[src/rtl/gray_pkg.sv]
// gray_pkg
// Shared types and helpers for the Gray-code step decoder.
//   step_e   : step classification carried on step_out
//   gray2bin : Gray-to-binary conversion at the default width
package gray_pkg;

    localparam int GRAY_W = 8;

    typedef enum logic [1:0] {
        STEP_NONE = 2'b00,
        STEP_UP   = 2'b01,
        STEP_DOWN = 2'b10,
        STEP_JUMP = 2'b11
    } step_e;

    // bin[i] is the XOR of all Gray bits from the MSB down to bit i.
    function automatic logic [GRAY_W-1:0] gray2bin(input logic [GRAY_W-1:0] gray);
        logic [GRAY_W-1:0] bin;
        bin[GRAY_W-1] = gray[GRAY_W-1];
        for (int i = GRAY_W - 2; i >= 0; i--) begin
            bin[i] = bin[i+1] ^ gray[i];
        end
        return bin;
    endfunction

endpackage

[src/rtl/gray_step_decoder_gray_to_binary.sv]
// gray_to_binary
// Purely combinational Gray-to-binary converter of arbitrary width.
// Ports:
//   gray_in  [WIDTH-1:0]  Gray-coded value
//   bin_out  [WIDTH-1:0]  binary value
module gray_to_binary #(
    parameter int WIDTH = 8
) (
    input  logic [WIDTH-1:0] gray_in,
    output logic [WIDTH-1:0] bin_out
);

    for (genvar i = 0; i < WIDTH; i++) begin : g_bit
        assign bin_out[i] = ^gray_in[WIDTH-1:i];
    end

endmodule

[src/rtl/gray_step_decoder.sv]
// gray_step_decoder
// Two-stage valid/ready pipeline that decodes Gray position samples,
// classifies the step from the previous sample and counts illegal jumps.
// Ports:
//   clk, rst_n            clock, synchronous active-low reset
//   gray_in, in_valid     input sample and its valid
//   in_ready              input may be accepted this cycle
//   bin_out, step_out     decoded position and step class (step_e)
//   out_valid, out_ready  output handshake
//   err_pulse             one-cycle strobe when a JUMP result is loaded
//   err_count             saturating JUMP counter
//   clear_err             synchronous clear of err_count
module gray_step_decoder
    import gray_pkg::*;
#(
    parameter int WIDTH = 8,
    parameter int ERR_W = 8
) (
    input  logic             clk,
    input  logic             rst_n,
    input  logic [WIDTH-1:0] gray_in,
    input  logic             in_valid,
    output logic             in_ready,
    output logic [WIDTH-1:0] bin_out,
    output logic [1:0]       step_out,
    output logic             out_valid,
    input  logic             out_ready,
    output logic             err_pulse,
    output logic [ERR_W-1:0] err_count,
    input  logic             clear_err
);

    localparam logic [ERR_W-1:0] ERR_MAX = '1;
    localparam logic [WIDTH-1:0] DIFF_UP = WIDTH'(1);
    localparam logic [WIDTH-1:0] DIFF_DN = '1;

    logic             r_s1_valid;
    logic [WIDTH-1:0] r_s1_gray;
    logic             r_out_valid;
    logic [WIDTH-1:0] r_bin_out;
    step_e            r_step_out;
    logic [WIDTH-1:0] r_prev_bin;
    logic             r_prev_valid;
    logic             r_err_pulse;
    logic [ERR_W-1:0] r_err_count;

    logic             w_s1_adv;
    logic             w_load;
    logic             w_jump;
    logic [WIDTH-1:0] w_bin;
    logic [WIDTH-1:0] w_diff;
    step_e            w_step;

    // Stage 2 can take a new value when it is empty or being drained.
    assign w_s1_adv = !r_out_valid || out_ready;
    assign in_ready = !r_s1_valid || w_s1_adv;
    assign w_load   = r_s1_valid && w_s1_adv;
    assign w_jump   = (w_step == STEP_JUMP);

    gray_to_binary #(.WIDTH(WIDTH)) u_g2b (
        .gray_in (r_s1_gray),
        .bin_out (w_bin)
    );

    // Modular difference makes the 2^WIDTH-1 <-> 0 wrap count as a single step.
    assign w_diff = w_bin - r_prev_bin;

    always_comb begin
        w_step = STEP_JUMP;
        if (!r_prev_valid || (w_diff == '0)) begin
            w_step = STEP_NONE;
        end else if (w_diff == DIFF_UP) begin
            w_step = STEP_UP;
        end else if (w_diff == DIFF_DN) begin
            w_step = STEP_DOWN;
        end
    end

    always_ff @(posedge clk) begin
        if (!rst_n) begin
            r_s1_valid   <= 1'b0;
            r_s1_gray    <= '0;
            r_out_valid  <= 1'b0;
            r_bin_out    <= '0;
            r_step_out   <= STEP_NONE;
            r_prev_bin   <= '0;
            r_prev_valid <= 1'b0;
            r_err_pulse  <= 1'b0;
            r_err_count  <= '0;
        end else begin
            if (in_ready) begin
                r_s1_valid <= in_valid;
                // Only capture data on a real transfer so idle-cycle X never enters.
                if (in_valid) begin
                    r_s1_gray <= gray_in;
                end
            end

            if (w_s1_adv) begin
                r_out_valid <= r_s1_valid;
            end

            if (w_load) begin
                r_bin_out    <= w_bin;
                r_step_out   <= w_step;
                r_prev_bin   <= w_bin;
                r_prev_valid <= 1'b1;
            end

            r_err_pulse <= w_load && w_jump;

            // Clear takes priority, then a same-cycle JUMP counts from zero.
            if (clear_err) begin
                r_err_count <= (w_load && w_jump) ? ERR_W'(1) : '0;
            end else if (w_load && w_jump && (r_err_count != ERR_MAX)) begin
                r_err_count <= r_err_count + ERR_W'(1);
            end
        end
    end

    assign bin_out   = r_bin_out;
    assign step_out  = r_step_out;
    assign out_valid = r_out_valid;
    assign err_pulse = r_err_pulse;
    assign err_count = r_err_count;

endmodule

[config.mk]
export PLATFORM = sky130hd
export DESIGN_NAME = gray_step_decoder
export DESIGN_NICKNAME = d
export VERILOG_FILES = /design/src/rtl/gray_pkg.sv /design/src/rtl/gray_step_decoder_gray_to_binary.sv /design/src/rtl/gray_step_decoder.sv
export SDC_FILE = /design/constraint.sdc
export NUM_CORES = 1
export LEC_CHECK = 0
export BUFFER_PORTS_ARGS = -buffer_cell sky130_fd_sc_hd__buf_4
export CORE_MARGIN = 2
export CORE_UTILIZATION = 45
export CTS_CLUSTER_SIZE = 24
export DETAILED_ROUTE_END_ITERATION = 10
export PLACE_DENSITY = 0.67
export SETUP_SLACK_MARGIN = 0.1
export SLEW_MARGIN = 20
export SYNTH_ARGS = -nofsm -noshare
export SYNTH_HDL_FRONTEND = slang
export SYNTH_HIERARCHICAL = 1
export SYNTH_SLANG_ARGS = --single-unit
export TNS_END_PERCENT = 100
[constraint.sdc]
create_clock -name clk -period 9.7 [get_ports clk]
set_clock_uncertainty 0.1 [all_clocks]
set_input_delay 1.94 -clock clk [delete_from_list [all_inputs] [get_ports clk]]
set_output_delay 1.94 -clock clk [all_outputs]
set_load 0.03 [all_outputs]
Yosys cells after proc, flatten, opt, wreduce, memory -nomap -nowiden

Index checks and enable logic that the tools add are counted.

Logic and storage cells: 39
Input bits: 13
Flip-flop bits (word level): 30

Add/sub/neg operators: 2
Reductions and logical operators: 19
Mux-type cells: 6
Eq/ne operators: 4

Operator list:

| kind                  | number |
|---|---|
| $mux W8               | 2 |
| $add A8 B1 Y8 const B | 1 |
| $eq A8 B1 Y1 const B  | 1 |
| $eq A8 B8 Y1 const B  | 1 |
| $logic_not A8 Y1      | 1 |
| $ne A8 B8 Y1 const B  | 1 |
| $reduce_xor A8 Y1     | 1 |
| $sub A8 B8 Y8         | 1 |
| $reduce_xor A7 Y1     | 1 |
| $reduce_xor A6 Y1     | 1 |
| $reduce_xor A5 Y1     | 1 |
| $mux W2               | 2 |
| $reduce_xor A4 Y1     | 1 |
| $logic_and A1 B1 Y1   | 3 |
| $logic_not A1 Y1      | 3 |
| $logic_or A1 B1 Y1    | 3 |
| $reduce_xor A3 Y1     | 1 |
| $eq A2 B2 Y1 const B  | 1 |
| $mux W1               | 2 |
| $reduce_and A2 Y1     | 1 |
| $reduce_bool A2 Y1    | 1 |
| $reduce_xor A2 Y1     | 1 |

Logic depth before layout (Yosys ltp)

Gate-level depths: netlist of the first run.

Word-level depth: 11
Mapped depth: 15
Gate-level depth less buffers: 14

By module

Netlist of the first run, hierarchy kept.

By module, submodules not included:

| module            | cells each | area an instance (µm²) | times used | seq. area each (µm²) |
|---|---|---|---|---|
| gray_step_decoder | 207        | 1717.9                 | 1          | 600.6 |
| gray_to_binary    | 10         | 125.1                  | 1          | 0.0 |

Worst setup path before layout of the first run

Ideal clock, no wire load.

Path type: input -> output
Start: in out_ready
End: out in_ready
Stages: 2
Slack: 5176 ps
Data required time: 7660 ps
Path buffers: 0
Arrival: 2484 ps
Path through: nor2b_1 -> nand2_1

Cells in the longest elaborated chain, start to end: 2

Ends and longest elaborated chain:

| item               | line                    | text |
|---|---|---|
| from (decl)        | gray_step_decoder.sv:27 | `input logic out_ready,` |
| $logic_or A1 B1 Y1 | gray_step_decoder.sv:55 | `assign w_s1_adv = !r_out_valid \|\| out_ready;` |
| $logic_or A1 B1 Y1 | gray_step_decoder.sv:56 | `assign in_ready = !r_s1_valid \|\| w_s1_adv;` |
| to (decl)          | gray_step_decoder.sv:23 | `output logic in_ready,` |

No other way between the ends.

Worst setup path after layout of the first run

Ends and elaborated chain as after synthesis.

==> results of run 1 <==
## routing by layer
layer,vias to the layer above,wire (µm),track usage,part of all wire
met5,-,0,0,0
met4,0,0,0.0525,0
met3,0,126,0.0444,0.033
met2,26,1750,0.265,0.46
met1,736,1920,0.246,0.50
li1,812,-,-,-
## area by class of cell
cell class	instances	area [µm²]	area share
Inverter	10	37.5	0.0172
Clock buffer	6	82.6	0.0378
Multi-Input combinational cell	166	1140	0.523
Sequential cell	30	601	0.275
Tap cell	50	62.6	0.0286
Clock inverter	2	12.5	0.00572
Timing Repair Buffer	33	248	0.113
## through the flow
step	setup WS, ps	total power, W
finish	4860	0.000369
floorplan	5180	0.000239
CTS	4860	0.000372
detailed placement	4860	0.000265
global route	4750	0.000394
global placement	4900	0.000263
## registers in the layout (all words and copies together), names as in the netlist
| name | cells |
|---|---|
| r_prev_bin | 8 |
| err_count | 8 |
| err_pulse | 1 |
| r_s1_valid | 1 |
| r_s1_gray | 8 |
| r_prev_valid | 1 |
| out_valid | 1 |
| step_out | 2 |
## worst max path at each step
| stage | to | slack [ps] | start | cells past startpoint |
|---|---|---|---|---|
| after global routing | in_ready | 4750 | out_ready | 4 |
| after detailed placement | in_ready | 4860 | out_ready | 4 |
| after floorplan | in_ready | 5180 | out_ready | 2 |
| final | in_ready | 4860 | out_ready | 4 |
| after global placement | in_ready | 4900 | out_ready | 4 |
| after CTS | in_ready | 4860 | out_ready | 4 |
## cells in the mapped netlist, drive strengths merged (2+ instances only)
master and number:
nand4 2, nand2 38, nor3b 2, dfxtp 30, a41o 4, a21oi 6
ha 9, clkbuf 6, inv 10, buf 5, nand2b 5, a31oi 6
xnor2 5, xor2 7, nand3 13, o21a 2, o21ai 6, mux2i 2
a21boi 17, nor2 12, nor2b 6, and3 7
## worst reg2reg max path: cells and delay by family, from the launching register on
kind                     cells  cell delay [ps]
buffers and inverters        2              130
flip-flops                   1              410
adder cells (fa/ha/maj)      2              530
XOR/XNOR                     4             1270
AO/OA/AOI/OAI                2              520
AND/OR/NAND/NOR              4             1220
## power breakdown
part           leakage (nW)  switching (W)  internal (W)  total (W)
Clock                0.0472      0.0000494     0.0000569   0.000106
Sequential            0.245     0.00000450      0.000129   0.000133
Combinational         0.661      0.0000750     0.0000545   0.000129
## logic make-up (layout without fill, tap and decap cells)
group | after synthesis | count (layout) | synth area share
AND/OR/NAND/NOR | 90 | 90 | 0.238
multiplexers | 2 | 2 | 0.0109
flip-flops | 30 | 30 | 0.326
AO/OA/AOI/OAI | 50 | 50 | 0.212
XOR/XNOR | 14 | 14 | 0.0876
buffers and inverters | 21 | 51 | 0.0536
adder cells (fa/ha/maj) | 10 | 10 | 0.0720
==> impl_results.md, run 1 <==
- Outcome: finished, final reports clean
- Register area share after synthesis: 0.326
- I/O Pins: 34
- Die W: a little under 70 µm
- Final hold slack: around 360 ps
- HPWL Detailed: 2750 µm
- Die area: approximately 4600 µm²
- Final Hold Viols: 0
- Largest net degree at the start of global routing: 27
- CTS Buf Count: 5
- CTS tree: done
- Actual slew at the worst max-slew pin: just over 800 ps
- Core Region: roughly 4000 µm²
- Worst Hold Class: reg2reg
- Fin nets: roughly 270
- Area grow syn2layout: 18.7%
- Most common cell after layout, fill and taps aside: nand2_1
- Area of the mapped netlist: ~1800 µm²
- Setup TNS: 0 ps
- Number of synthesis warnings: 6
- Vias in the first global route: ~1300
- Final Instance Area: about 2200 µm²
- Crit path capture type: output port
- # H-tree levels: 2
- Ratio of cells with drive above 1 in the final layout: 0.211
- Total Routing Usage GR: 0.175
- Clk root buf: clkbuf_8
- Most frequent cells in the layout: nand2_1, buf_4, dfxtp_1, a21boi_0, nand3_1
- Worst reg2reg path endpoint: err_count[2]
- Die height: approximately 68 µm
- Clk pin slew, worst setup/hold paths: roughly 70 ps
- Critical path's most frequent cell: buf_4
- Crit path required time: approximately 7700 ps
- FMAX: around 210 MHz
- Mean Syn Cell Area: 8.49 µm²
- Fillers: between 300 and 400
- Number of max-cap violations: 0
- Post-synthesis register bit count: 30
- Final Max Slew Viols: 0
- Via count: 1574
- Drt via density: roughly 5.3
- Post-synth cell types: 50
- Worst path cell trace: buf_4 -> nor2b_1 -> nand2_1 -> buf_4
- Worst slew margin: 0.460
- Area after DPL: around 2100 µm²
- Quantity of gates resized following cts: 0
- Startpoint Class: input port
- Total Wirelength: roughly 3800 µm
- Initial antenna violation count: 0
- R2R Setup Slk: about 5400 ps
- LEAKAGE: 0.952 nW
- Pwr per Cell Area: roughly 170 nW/µm²
- Initial cell density of the core: 0.464
- Final setup vio count: 0
- WHS Path Cells: 1
- CP max FO: 10
- Post-CTS Hold Buffers: 0
- Min cycle time layout: between 4000 and 5000 ps
- Routability cong.: 0.797
- Crit path DAT: 2800 ps
- WL/cell: ~13 µm
- Sink Count: 30
- Hold Startpoint: r_prev_valid
- Max clock buf depth: 2
- Area leader, netlist: dfxtp_1
- Final core occ: 0.551
- Worst reg-to-reg path cell count: 14
- Peak supply drop: 104 µV
- Period utilization: 0.499
- Top cell type's share of synthesized area: 0.326
- DRT antenna net count: 0
- ANT cells: 0
- Hold path endpoint: r_prev_valid
- Largest cells by area after synthesis: dfxtp_1, nand2_1, a21boi_0
- Mapped Cells: 217
- Crit Path Class: in2out
- Ys flop type: dfxtp_1
- Post-synth EDFFs: 0
- TritonRoute pass-1 iters: 4
- Fin cells: between 200 and 300
- Number of placement rows: 23
- Async S/R FF share, synth: 0
- Crit path largest cell delay: between 200 and 300 ps
- Post-Syn Nets: 240
- Largest delay share family, worst path: simple AND/OR/NAND/NOR gates
- GR Overflow Total: 0
- Total setup buffers inserted after CTS: 0
- RSZ-0062 raised after global routing: no
- Worst r2r src: r_s1_gray[7]
- PortBufs: 33
- First-pass GRT wire length: between 6000 and 7000 µm
- Detailed Route Iter0 Violations: around 80
- Inst Count DP: 289
- Worst skew pair latency: approximately 280 ps
- CP bufs+invs: 2
- Slowest-stage cell, CP: nand2_1
- DRC: 0
Note: power is estimated with default switching activity, not from simulation.
==> run 2, diff against run 1 <==
--- a/config.mk
+++ b/config.mk
@@ -10,7 +10,7 @@
 export CORE_UTILIZATION = 45
 export CTS_CLUSTER_SIZE = 24
 export DETAILED_ROUTE_END_ITERATION = 10
-export PLACE_DENSITY = 0.67
+export PLACE_DENSITY = 0.69
 export SETUP_SLACK_MARGIN = 0.1
 export SLEW_MARGIN = 20
 export SYNTH_ARGS = -nofsm -noshare
==> constraint.sdc (replaced) <==
create_clock -name clk -period 4.2 [get_ports clk]
set_clock_uncertainty 0.1 [all_clocks]
set_input_delay 0.84 -clock clk [delete_from_list [all_inputs] [get_ports clk]]
set_output_delay 0.84 -clock clk [all_outputs]
set_load 0.03 [all_outputs]
==> impl_results.md, run 2 (synthesized netlist as in run 1, its figures left out) <==
- Die height: 68.0 µm (unchanged)
- GR Overflow Total: 0 (unchanged)
- Final Hold Viols: 0 (unchanged)
- Worst path cell trace: xor3_2 -> xnor3_2 -> xnor2_2 -> inv_1 -> ha_1 -> inv_1 -> fa_1 -> and3_1 -> nor2_1 -> xnor2_1 -> nand4_1 -> o41a_4 -> a31oi_1 -> a311oi_2 (was buf_4 -> nor2b_1 -> nand2_1 -> buf_4)
- Period utilization: 0.910
- FMAX: 262 MHz
- RSZ-0062 raised after global routing: no (unchanged)
- Largest delay share family, worst path: XOR/XNOR gates (was simple AND/OR/NAND/NOR gates)
- Routability cong.: 0.839 (was 0.797)
- Detailed Route Iter0 Violations: 71 (was 81)
- Clock Power Share: 0.282 (was 0.288)
- Pwr per Cell Area: 388 nW/µm² (was 169 nW/µm²)
- Crit path required time: 4260 ps (was 7660 ps)
- Core Region: 3970 µm² (unchanged)
- CTS Buf Count: 5 (unchanged)
- Number of max-cap violations: 0 (unchanged)
- Min cycle time layout: between 3000 and 4000 ps
- Pre-CTS setup slack: 174 ps (was 4860 ps)
- Area after DPL: 2110 µm² (was 2090 µm²)
- Final setup vio count: 0 (unchanged)
- Die area: 4620 µm² (unchanged)
- PortBufs: 33 (unchanged)
- Worst slew margin: 0.638 (was 0.460)
- Vias in the first global route: 1412 (was 1326)
- First-pass GRT wire length: 6430 µm (was 6040 µm)
- Net Switching: 0.000300 W (was 0.000129 W)
- LEAKAGE: 0.967 nW (was 0.952 nW)
- Crit path capture type: flip-flop (was output port)
- Most frequent cells in the layout: nand2_1, buf_4, dfxtp_1, a21boi_0, nand3_1 (unchanged)
- ANT cells: 0 (unchanged)
- Fin nets: 271 (was 269)
- WL/cell: 12.7 µm (was 12.8 µm)
- Via count: 1584 (was 1574)
- Total Routing Usage GR: 0.186 (was 0.175)
- Peak supply drop: 199 µV (was 104 µV)
- Crit path largest cell delay: 580 ps (was 260 ps)
- Most common cell after layout, fill and taps aside: nand2_1 (unchanged)
- Startpoint Class: flip-flop (was input port)
- Final Max Slew Viols: 0 (unchanged)
- Actual slew at the worst max-slew pin: 543 ps (was 808 ps)
- Critical path's most frequent cell: inv_1 (was buf_4)
- HPWL Detailed: 2810 µm (was 2750 µm)
- CTS tree: done (unchanged)
- Crit path DAT: 3880 ps (was 2800 ps)
- Initial cell density of the core: 0.464 (unchanged)
- Area grow syn2layout: 19.9% (was 18.7%)
- Pint: 0.000558 W (was 0.000240 W)
- Switch share: 0.350 (was 0.349)
- Final hold slack: 358 ps (about the same)
- CP max FO: 15 (was 10)
- Outcome: finished, final reports clean (unchanged)
- Clk root buf: clkbuf_8 (unchanged)
- Sink Count: 30 (unchanged)
- DRC: 0 (unchanged)
- Drt via density: 5.30 (about the same)
- Ratio of cells with drive above 1 in the final layout: 0.221 (was 0.211)
- DRT antenna net count: 0 (unchanged)
- Worst skew pair latency: 280 ps (about the same)
- Total Wirelength: 3810 µm (was 3800 µm)
- Initial antenna violation count: 0 (unchanged)
- Comb power frac: 0.358 (was 0.351)
- Final Instance Area: 2210 µm² (was 2190 µm²)
- Number of placement rows: 23 (unchanged)
- Worst Hold Class: reg2reg (unchanged)
- Max clock buf depth: 2 (unchanged)
- TritonRoute pass-1 iters: 4 (unchanged)
- CP bufs+invs: 2 (unchanged)
- Final worst slack: 380 ps (was 4860 ps)
- Slowest-stage cell, CP: o41a_4 (was nand2_1)
- Die W: 68.0 µm (unchanged)
- Largest net degree at the start of global routing: 27 (unchanged)
- Clk pin slew, worst setup/hold paths: 70 ps (about the same)
- Total power: 0.000858 W (was 0.000369 W)
- Sequential share of power: 0.360 (was 0.361)
- Setup TNS: 0 ps (unchanged)
- I/O Pins: 34 (unchanged)
- # H-tree levels: 2 (unchanged)
- Crit Path Class: reg2reg (was in2out)
==> run 2: worst register-to-register path, cell delays in order, from the launching register on <==
cell,delay [ps]
dfxtp_2,380
xor3_2,500
xnor3_2,450
xnor2_2,160
inv_1,80
ha_1,130
inv_1,40
fa_1,380
and3_1,170
nor2_1,130
xnor2_1,160
nand4_1,140
o41a_4,580
a31oi_1,240
a311oi_2,60
==> run 2: what timing repair did <==
action                                  CTS  global route
resized for setup                         0             3
endpoints found under the hold margin     0             0
hold buffers                              0             0
setup buffers                             0             0
endpoints found under the setup margin    0            10
==> run 2: per-stage QoR <==
step	util	cells
after floorplan	-	217
after global placement	0.531	291
after detailed placement	0.531	291
after CTS	0.554	299
after global routing	0.556	299
final	0.556	299
==> run 2: layout make-up <==
class | count | area [µm²]
multi-input combinational | 166 | 1150
tap | 50 | 62.6
sequential | 30 | 602
clock buffer | 7 | 86.3
clock inverter | 1 | 5.00
fill | 387 | 1760
inverter | 10 | 37.5
timing repair buffer | 35 | 263
==> run 2: metal layers <==
layer  GRT usage  part of all wire
met1       0.261              0.49
met2       0.268              0.44
met3      0.0313             0.046
met4       0.100             0.022
met5           0                 0
==> run 2: final timing paths <==
kind                                    from      endpoint  slack [ps]  cells past startpoint
worst max register to register  r_s1_gray[7]  err_count[2]         380                     14
worst max-delay path            r_s1_gray[7]  err_count[2]         380                     14
worst min register to register  r_prev_valid  r_prev_valid         360                      1
worst min-delay path            r_prev_valid  r_prev_valid         360                      1
==> run 2: power by group through the flow <==
stage	clock, W	sequential (W)	combinational (W)
2_1_floorplan	0	0.000326	0.000225
3_3_place_gp	0	0.000314	0.000295
3_5_place_dp	0	0.000315	0.000301
4_1_cts	0.000247	0.000309	0.000302
5_1_grt	0.000258	0.000311	0.000341
6_report	0.000242	0.000309	0.000307
==> run 3, diff against run 2 <==
--- a/config.mk
+++ b/config.mk
@@ -8,6 +8,7 @@
 export BUFFER_PORTS_ARGS = -buffer_cell sky130_fd_sc_hd__buf_4
 export CORE_MARGIN = 2
 export CORE_UTILIZATION = 45
+export CTS_BUF_LIST = sky130_fd_sc_hd__clkbuf_8 sky130_fd_sc_hd__clkbuf_16
 export CTS_CLUSTER_SIZE = 24
 export DETAILED_ROUTE_END_ITERATION = 10
 export PLACE_DENSITY = 0.69
==> impl_results.md, run 3 (synthesized netlist as in run 1, its figures left out) <==
- Outcome: finished, final reports clean (unchanged)
- Routability cong.: 0.839 (unchanged)
- WHS Path Cells: 1 (unchanged)
- Clk root buf: clkbuf_8 (unchanged)
- Initial cell density of the core: 0.464 (unchanged)
- Worst skew pair latency: 280 ps (about the same)
- First-pass GRT wire length: 6430 µm (unchanged)
- Peak supply drop: 199 µV (about the same)
- Largest net degree at the start of global routing: 27 (unchanged)
- Startpoint Class: flip-flop (unchanged)
- Clk pin slew, worst setup/hold paths: 70 ps (about the same)
- Via count: 1584 (unchanged)
- PortBufs: 33 (unchanged)
- Period utilization: 0.910 (about the same)
- ANT cells: 0 (unchanged)
- Area grow syn2layout: 19.9% (unchanged)
- Total Routing Usage GR: 0.186 (unchanged)
- Worst slew margin: 0.638 (unchanged)
- Fin nets: 271 (unchanged)
- Pint: 0.000556 W (was 0.000558 W)
- Setup TNS: 0 ps (unchanged)
- CTS Buf Count: 5 (unchanged)
- TritonRoute pass-1 iters: 4 (unchanged)
- WL/cell: 12.7 µm (about the same)
- Actual slew at the worst max-slew pin: 543 ps (unchanged)
- CP max FO: 15 (unchanged)
- FMAX: 262 MHz (about the same)
- R2R Setup Slk: 380 ps (about the same)
- Final Hold Viols: 0 (unchanged)
- Detailed Route Iter0 Violations: 71 (unchanged)
- I/O Pins: 34 (unchanged)
- Final Max Slew Viols: 0 (unchanged)
- Crit Path Class: reg2reg (unchanged)
- Comb power frac: 0.359 (was 0.358)
- Number of placement rows: 23 (unchanged)
- Number of max-cap violations: 0 (unchanged)
- Post-CTS Hold Buffers: 0 (unchanged)
- Max clock buf depth: 2 (unchanged)
- Quantity of gates resized following cts: 0 (unchanged)
- Sink Count: 30 (unchanged)
- DRC: 0 (unchanged)
- Crit path DAT: 3880 ps (about the same)
- GR Overflow Total: 0 (unchanged)
- Pwr per Cell Area: 387 nW/µm² (was 388 nW/µm²)
- Final setup vio count: 0 (unchanged)
- # H-tree levels: 2 (unchanged)
- Initial antenna violation count: 0 (unchanged)
- LEAKAGE: 0.971 nW (was 0.967 nW)
- HPWL Detailed: 2810 µm (unchanged)
- Total setup buffers inserted after CTS: 0 (unchanged)
- Ratio of cells with drive above 1 in the final layout: 0.221 (unchanged)
- Most common cell after layout, fill and taps aside: nand2_1 (unchanged)
- Die W: 68.0 µm (unchanged)
- Sequential share of power: 0.361 (was 0.360)
- Drt via density: 5.30 (unchanged)
- RSZ-0062 raised after global routing: no (unchanged)
- Die area: 4620 µm² (unchanged)
- Most frequent cells in the layout: nand2_1, buf_4, dfxtp_1, a21boi_0, nand3_1 (unchanged)
- Crit path capture type: flip-flop (unchanged)
- Core Region: 3970 µm² (unchanged)
- CTS tree: done (unchanged)
- Total Wirelength: 3810 µm (about the same)
- Worst reg-to-reg path cell count: 14 (unchanged)
- Crit path required time: 4260 ps (about the same)
- Worst Hold Class: reg2reg (unchanged)
- Total power: 0.000856 W (was 0.000858 W)
- DRT antenna net count: 0 (unchanged)
- Clock Power Share: 0.280 (was 0.282)
- Net Switching: 0.000300 W (about the same)
- Min cycle time layout: 3820 ps (about the same)
- Die height: 68.0 µm (unchanged)
- Switch share: 0.351 (was 0.350)
- Vias in the first global route: 1412 (unchanged)
run 3: cell types whose count changed in the layout (fill, tap and decap cells not counted), sizes merged:
| cell | delta |
|---|---|
| clkbuf | -1 |
| inv | +1 |
run 3: power groups by stage:
stage	Combinational [W]	Clock, W	Sequential, W
2_1_floorplan	0.000225	0	0.000326
3_3_place_gp	0.000295	0	0.000314
3_5_place_dp	0.000301	0	0.000315
4_1_cts	0.000302	0.000245	0.000309
5_1_grt	0.000341	0.000256	0.000311
6_report	0.000307	0.000240	0.000309
run 3: worst max-delay path, cell delays in order (launching register included):
cell and delay (ps):
dfxtp_2 380, xor3_2 500, xnor3_2 450, xnor2_2 160, inv_1 80, ha_1 130, inv_1 40, fa_1 380
and3_1 170, nor2_1 130, xnor2_1 160, nand4_1 140, o41a_4 580, a31oi_1 230, a311oi_2 60
run 3: final cells by class:
cell class / count / area [µm²]
fill: 387 / 1760
multi-input combinational: 166 / 1150
sequential: 30 / 602
timing repair buffer: 35 / 263
clock buffer: 6 / 82.6
tap: 50 / 62.6
inverter: 10 / 37.5
clock inverter: 2 / 8.76
run 3: worst paths after layout:
path | endpoint | from
setup / recovery | err_count[2] | r_s1_gray[7]
hold reg to reg | r_prev_valid | r_prev_valid
setup reg to reg | err_count[2] | r_s1_gray[7]
hold / removal | r_prev_valid | r_prev_valid
run 3: per-stage QoR:
step | hold WS (ps) | utilization | setup slack, ps | area, µm² | std cells
floorplan | 332 | - | 546 | 1840 | 217
global placement | 342 | 0.531 | 252 | 2110 | 291
CTS | 362 | 0.554 | 168 | 2200 | 299
detailed placement | 346 | 0.531 | 174 | 2110 | 291
global route | 391 | 0.556 | 172 | 2210 | 299
finish | 358 | 0.556 | 379 | 2210 | 299
run 3: per-layer routing:
metal / vias up / track usage / routed length [µm]
met3: 8 / 0.0313 / 175
met1: 716 / 0.261 / 1860
met4: 0 / 0.100 / 82
met5: - / 0 / 0
met2: 42 / 0.268 / 1690
li1: 818 / - / -
